===== src/rtl/alu.sv =====
// Registered N-bit ALU: eight operations, one-cycle latency, async active-high reset.
// Defining ALU_OVF_EN adds a registered signed-overflow output ovf.
module alu #(
    parameter int N = 16
) (
    input  logic         clk,
    input  logic         rst,
    input  logic [2:0]   OPCODE,
    input  logic [N-1:0] a,
    input  logic [N-1:0] b,
    output logic [N-1:0] s,
    output logic         cOut
`ifdef ALU_OVF_EN
    ,
    output logic         ovf
`endif
);

    localparam int SW = (N > 1) ? $clog2(N) : 1;

    logic [N:0]    sum_s;
    logic [N:0]    diff_s;
    logic [SW-1:0] shamt_s;
    logic          slt_s;
    logic [N-1:0]  s_d;
    logic          c_d;
    logic [N-1:0]  s_q;
    logic          c_q;

    assign sum_s   = {1'b0, a} + {1'b0, b};
    // Extra MSB of the widened difference is the borrow; cOut reports its inverse.
    assign diff_s  = {1'b0, a} - {1'b0, b};
    assign shamt_s = b[SW-1:0];
    assign slt_s   = ($signed(a) < $signed(b));

    // Next-state result and carry selection.
    always_comb begin
        s_d = '0;
        c_d = 1'b0;
        case (OPCODE)
            3'b000: begin
                s_d = sum_s[N-1:0];
                c_d = sum_s[N];
            end
            3'b001: begin
                s_d = diff_s[N-1:0];
                c_d = ~diff_s[N];
            end
            3'b010: s_d = a & b;
            3'b011: s_d = a | b;
            3'b100: s_d = ~(a | b);
            3'b101: s_d = {{(N-1){1'b0}}, slt_s};
            3'b110: s_d = a << shamt_s;
            3'b111: s_d = a >> shamt_s;
            default: begin
                s_d = '0;
                c_d = 1'b0;
            end
        endcase
    end

    // Result and carry registers.
    always_ff @(posedge clk or posedge rst) begin
        if (rst) begin
            s_q <= '0;
            c_q <= 1'b0;
        end else begin
            s_q <= s_d;
            c_q <= c_d;
        end
    end

    assign s    = s_q;
    assign cOut = c_q;

`ifdef ALU_OVF_EN
    logic ovf_d;
    logic ovf_q;

    // Overflow: operands of compatible sign producing a result of the other sign.
    always_comb begin
        ovf_d = 1'b0;
        case (OPCODE)
            3'b000:  ovf_d = (a[N-1] == b[N-1]) && (sum_s[N-1] != a[N-1]);
            3'b001:  ovf_d = (a[N-1] != b[N-1]) && (diff_s[N-1] != a[N-1]);
            default: ovf_d = 1'b0;
        endcase
    end

    // Overflow flag register.
    always_ff @(posedge clk or posedge rst) begin
        if (rst) begin
            ovf_q <= 1'b0;
        end else begin
            ovf_q <= ovf_d;
        end
    end

    assign ovf = ovf_q;
`endif

endmodule


===== config.mk =====
export PLATFORM = sky130hd
export DESIGN_NAME = alu
export DESIGN_NICKNAME = d
export VERILOG_FILES = /design/src/rtl/alu.sv
export SDC_FILE = /design/constraint.sdc
export NUM_CORES = 1
export LEC_CHECK = 0
export BUFFER_PORTS_ARGS = -buffer_cell sky130_fd_sc_hd__buf_2
export CAP_MARGIN = 20
export CORE_MARGIN = 2
export CORE_UTILIZATION = 35
export DETAILED_ROUTE_END_ITERATION = 6
export PLACE_DENSITY = 0.59
export SYNTH_ARGS = -nofsm -noshare
export SYNTH_HDL_FRONTEND = slang
export SYNTH_SLANG_ARGS = --single-unit
export TNS_END_PERCENT = 5

===== constraint.sdc =====
create_clock -name clk -period 0.8 [get_ports clk]
set_input_delay 0.08 -clock clk [delete_from_list [all_inputs] [get_ports clk]]
set_output_delay 0.08 -clock clk [all_outputs]
set_load 0.05 [all_outputs]

### Word-level counts from Yosys, hierarchy flattened

Index checks and enable logic that the tools add are counted.

* bits in registers: 17
* input bits: 37
* output and inout bits: 17

* $add $sub $neg: 2
* $lt $le $gt $ge: 1
* equal/unequal tests: 7
* shift-type cells: 2
* multiplexer cells: 2
* bitwise gates (word level): 4
* reduce and logical (&&, ||, !) cells: 1

Operators with widths (number)
* 16-bit one-hot mux with 8 select lines: 1
* 16-bit by 16-bit adder with 17-bit output: 1
* 16-bit by 16-bit subtractor with 17-bit output: 1
* 16-bit AND: 1
* 16-bit < comparator: 1
* 16-bit NOT: 1
* 16-bit OR: 1
* 16-bit by 4-bit left shift with 16-bit output: 1
* 16-bit by 4-bit right shift with 16-bit output: 1
* 3-bit == test (second input constant): 4
* 3-bit by 2-bit == test with 1-bit output (second input constant): 2
* 3-bit by 1-bit == test with 1-bit output (second input constant): 1
* 3-bit zero test: 1
* 1-bit one-hot mux with 2 select lines: 1
* 1-bit NOT: 1

### Depth between registers and ports, before layout

* depth after elaboration: 3
* gate-level depth with buffers: 11
* mapped depth without buffers: 10

### Worst setup path after synthesis

No wires, ideal clock.

* kind: input to register
* start: input b[1]
* end: register s_q[13], in the netlist s[13]
* arrival: 2.254 ns
* path slack: -1.576 ns
* cell stages on the path: 11
* path buffers: 2
* cell sequence: clkbuf_1 -> inv_2 -> buf_1 -> ha_1 -> nor2_1 -> o311ai_0 -> a21oi_1 -> a2111oi_0 -> nor2_1 -> mux2i_1 -> o21ai_1

* longest elaborated chain between the ends: 2

RTL lines
* from (decl): RTL line 10 `input logic [N-1:0] b,`
* 16-bit by 16-bit subtractor with 17-bit output (tied with other cells): RTL line 32 `assign diff_s = {1'b0, a} - {1'b0, b};`
* 16-bit one-hot mux with 8 select lines *: RTL line 40 `case (OPCODE)`
* named net s_d[13]: RTL line 25 `logic [N-1:0] s_d;`
* to (signal assigned): RTL line 65 `s_q <= '0;`
* to (signal assigned): RTL line 68 `s_q <= s_d;`
* to (decl): RTL line 27 `logic [N-1:0] s_q;`

The timed path passes the listed nets; every way through them passes the cells marked *.

### Worst setup path in the final report

* start: input b[0]
* end: register s_q[0], in the netlist s[0]

* longest elaborated chain between the ends: 3

RTL lines (RTL line)
* branches (longest 2 deep; another with 16-bit by 16-bit subtractor with 17-bit output)
* 16-bit one-hot mux with 8 select lines *: 40
* named net s_d[0]: 25

Mark *: on every way through the listed nets, which the timed path passes.

==> summary by stage <==
Run status
The flow ran to the end, but the final reports show violations. The checks that failed: negative setup slack.

Critical path
STA classifies the critical path startpoint as a primary input. Counting stages on the worst path, the most repeated cell is sky130_fd_sc_hd__buf_4. Traced cell by cell, the critical path runs through buf_4, ha_4, fa_2, o21bai_4, a2111oi_4, buf_4, nor4_4, buf_4, nor2_2, o221a_4, nand2_2, a31oi_2. Of all nets on the critical path, the largest fanout is 8.

Grouping stages by cell kind, the critical path spends the most delay in compound AO/OA/AOI/OAI gates. The number of gates on the worst path with buffers counted is 12. For the worst setup path, the data arrival time is between 2 and 2.5 ns. Counting both buffers and inverters, the worst setup path holds a total of 3. The required time of the critical path is around 0.90 ns. The largest single stage delay on the critical path is slightly below 0.4 ns. The worst setup path is of the in -> reg kind.

The nature of the critical path endpoint is a register. The critical path's slowest cell is sky130_fd_sc_hd__fa_2.

Detailed routing
The DRC violations left is 0. The count of nets left with antenna violations once routing finished came out at 0. The violation count after the first detailed-route iteration is 395. The final route contains 5342 vias.

The number of detailed-routing iterations run before antenna repair is 5. The average detailed-routed wire length per instance is around 19 microns. Wires add up to around 18000 microns. The ratio of routed vias to standard cells is between 5 and 6.

Timing
The transition at the pin with the smallest max-transition slack is roughly 0.77 ns. Headroom to the max-slew limit came out at between 40% and 50%. On the final layout, the worst hold slack is ~0.4 ns. The post-layout worst setup margin is -1.220 ns.

The number of pins exceeding their max-slew limit in the final report came to 0. The maximum clock rate is 495.1 MHz. Setup violations remaining at the end of the flow were counted as 34.

Of the available clock period, the critical path in the final layout requires 252.5%. After layout, the minimum clock period comes to approximately 2 ns. Setup repair after global routing could not meet its margin everywhere. The number of failing hold endpoints at the final stage was 0.

Synth
After synthesis, the mean cell area works out to between 7 and 8 sq um. Of the synthesized area, sequential elements account for around a tenth. The cell count after synthesis came out at approximately 560.

The net count of the mapped netlist is approximately 650. For this run, the leading register cell type out of synthesis is sky130_fd_sc_hd__dfrtp_1. The synthesized design contains 0 enable-type register cells. The number of flip-flops and latches in the synthesized netlist is 17.

The synthesized netlist contains 60 unique library cells. In this run the cell area of the synthesized design comes to 4063 sq um. The Yosys step of the flow raised 0 warnings. The fraction of synthesis flops using an asynchronous set or reset pin is 100.0%.

Clock tree
The CTS clock-pin slew for the worst setup and hold paths is roughly 0.050 ns. The deepest clock path buffer count is 2. The number of buffers created by CTS is 3. The H-tree depth reported by CTS is 1. The root buffer cell chosen for the clock tree is sky130_fd_sc_hd__clkbuf_16. The sink count of the clock tree is 17. TritonCTS built the clock tree.

Floorplanning
The starting density of the core is 35.73%. The initialized floorplan defines 39 standard-cell rows. The floorplan core area is 11370 sq um. Measured along the y axis, the die boundary spans about 110 microns.

During I/O placement, the number of pins put on the boundary was 54. The die outline width is approximately 110 microns. The die covers around 12000 sq um.

Power and ir drop
Power comes to roughly 7 mW. The maximum VDD drop is approximately 1.4 mV. The static leakage is roughly 3.2 nW. In this run the power density over the cells is ~1000 nW/um^2.

Layout
The finished layout holds approximately 950 standard cells, fillers aside. Fill cells in the final layout number about 1100. Leaving out fill and tap cells, the most frequent cells in the layout are sky130_fd_sc_hd__buf_4, sky130_fd_sc_hd__nor2_1, sky130_fd_sc_hd__a21oi_1. The diode insertion count for antenna repair is 0. At the end of the flow, the number of nets in the layout was between 800 and 900.

The commonest non-fill, non-tap cell in the layout is sky130_fd_sc_hd__buf_4. Registers take 425.4 sq um. The share of layout cells above drive strength 1 is 44.20%. The combined area of the multi-input logic cells is between 3000 and 4000 sq um. From synthesis to final layout, the design area changed by 63.17%.

Placed design
The sum of net half-perimeters after detailed placement is ~15000 microns. The congestion estimate from routability-driven global placement came to approximately 1. Including well taps, the total number of placed cells is approximately 950. Input and output buffers added on the ports amount to 53.

Job
The tool flagged a number of max-cap violations equal to 0.

Global routing
The number of antenna violations at the first check in global routing is 0. The first global-routing pass estimated ~29000 microns of wire. The maximum number of pins on one net before global-route repair is 32. The global router's overall resource usage is approximately 29%. The number of global-route vias before repair came to roughly 5200. The total overflow left after global routing is 0.

Worst hold path
The number of cells on the worst hold path is 5. The path type of the worst min-delay path is in -> reg.
## where the power goes
part | internal [mW] | leakage [nW] | switching (mW)
sequential | 0.984 | 0.214 | 0.0658
clock | 0.675 | 0.0382 | 0.309
combinational | 2.22 | 2.94 | 2.66
## path summary, 6_finish.rpt
check / startpoint / to / slack (ns)
min in group asynchronous: rst / cOut / 0.41
max: b[0] / s[0] / -1.22
max in group asynchronous: rst / s[4] / 0.19
min: b[10] / s[10] / 0.39
## logic make-up (layout without fill, tap and decap cells)
kind of cell | Yosys count | after routing | synth area share [%]
buffers and inverters | 85 | 332 | 8.377
adders and majority gates | 51 | 51 | 16.08
xor gates and xnor gates | 14 | 14 | 3.018
and+or+nand+nor | 163 | 163 | 18.11
AOI/OAI and AO/OA | 196 | 196 | 32.15
DFF | 17 | 17 | 10.47
muxes | 37 | 37 | 11.80
## metrics by stage
| stage | utilization (%) | area, sq um | worst slack (ns) | TNS (ns) |
|---|---|---|---|---|
| 6_report | 58.30 | 6629 | -1.220 | -18.72 |
| 5_1_grt | 58.30 | 6629 | -1.277 | -20.53 |
| 4_1_cts | 56.53 | 6427 | -1.236 | -18.72 |
| 3_5_place_dp | 53.76 | 6112 | -1.564 | -23.96 |
| 3_3_place_gp | 53.76 | 6112 | -1.509 | -23.39 |
| 2_1_floorplan | - | 4153 | -1.170 | -17.09 |
## layout make-up
type / instances / share of cell area [%]
multi-input cells: 461 / 54.78
repair buffers: 282 / 32.05
flip-flops and latches: 17 / 6.418
inverters: 46 / 2.869
well taps: 143 / 2.699
clock buffers: 4 / 1.189
## metal layers
metal | routed length (microns) | vias to the layer above | global-route usage (%)
met1 | 7853 | 2518 | 39.47
li1 | - | 2566 | -
met3 | 1079 | 35 | 1.905
met2 | 8545 | 223 | 48.97
met4 | 583 | 0 | 7.737
met5 | 0 | - | 0
## sequential cells by signal, indices dropped and copies added (netlist names)
register,count
cOut,1
s,16
## repair_timing
action / in CTS / in global routing
hold buffers: 1 / 0
endpoints found under the hold margin: 17 / 0
setup buffers: 0 / 2
gates resized for setup: 64 / 40
pin swaps: 10 / 12
setup endpoints to repair: 34 / 34
## cell usage after synthesis (5+ instances only)
cell type,count,share of area [%]
sky130_fd_sc_hd__or3_1,5,0.77
sky130_fd_sc_hd__xor2_1,5,1.1
sky130_fd_sc_hd__ha_1,49,15
sky130_fd_sc_hd__mux4_2,8,4.4
sky130_fd_sc_hd__nor2b_1,9,1.4
sky130_fd_sc_hd__o21ai_0,34,4.2
sky130_fd_sc_hd__nand3_1,8,0.99
sky130_fd_sc_hd__o211ai_1,17,3.1
sky130_fd_sc_hd__xnor2_1,9,1.9
sky130_fd_sc_hd__dfrtp_1,17,10
sky130_fd_sc_hd__o31ai_1,6,1.1
sky130_fd_sc_hd__mux2_2,7,1.9
sky130_fd_sc_hd__mux2i_1,22,5.4
sky130_fd_sc_hd__a221oi_1,5,1.1
sky130_fd_sc_hd__nand2b_1,8,1.2
sky130_fd_sc_hd__nor2_1,69,6.4
sky130_fd_sc_hd__nand2_1,37,3.4
sky130_fd_sc_hd__nor3_1,15,1.8
sky130_fd_sc_hd__inv_1,43,4.0
sky130_fd_sc_hd__a21oi_1,54,6.7
sky130_fd_sc_hd__buf_2,8,0.99
sky130_fd_sc_hd__a211o_1,6,1.3
sky130_fd_sc_hd__a211oi_1,19,3.5
sky130_fd_sc_hd__clkbuf_1,27,2.5
sky130_fd_sc_hd__a31oi_1,6,0.92
Power figures use the tool's default switching activity.
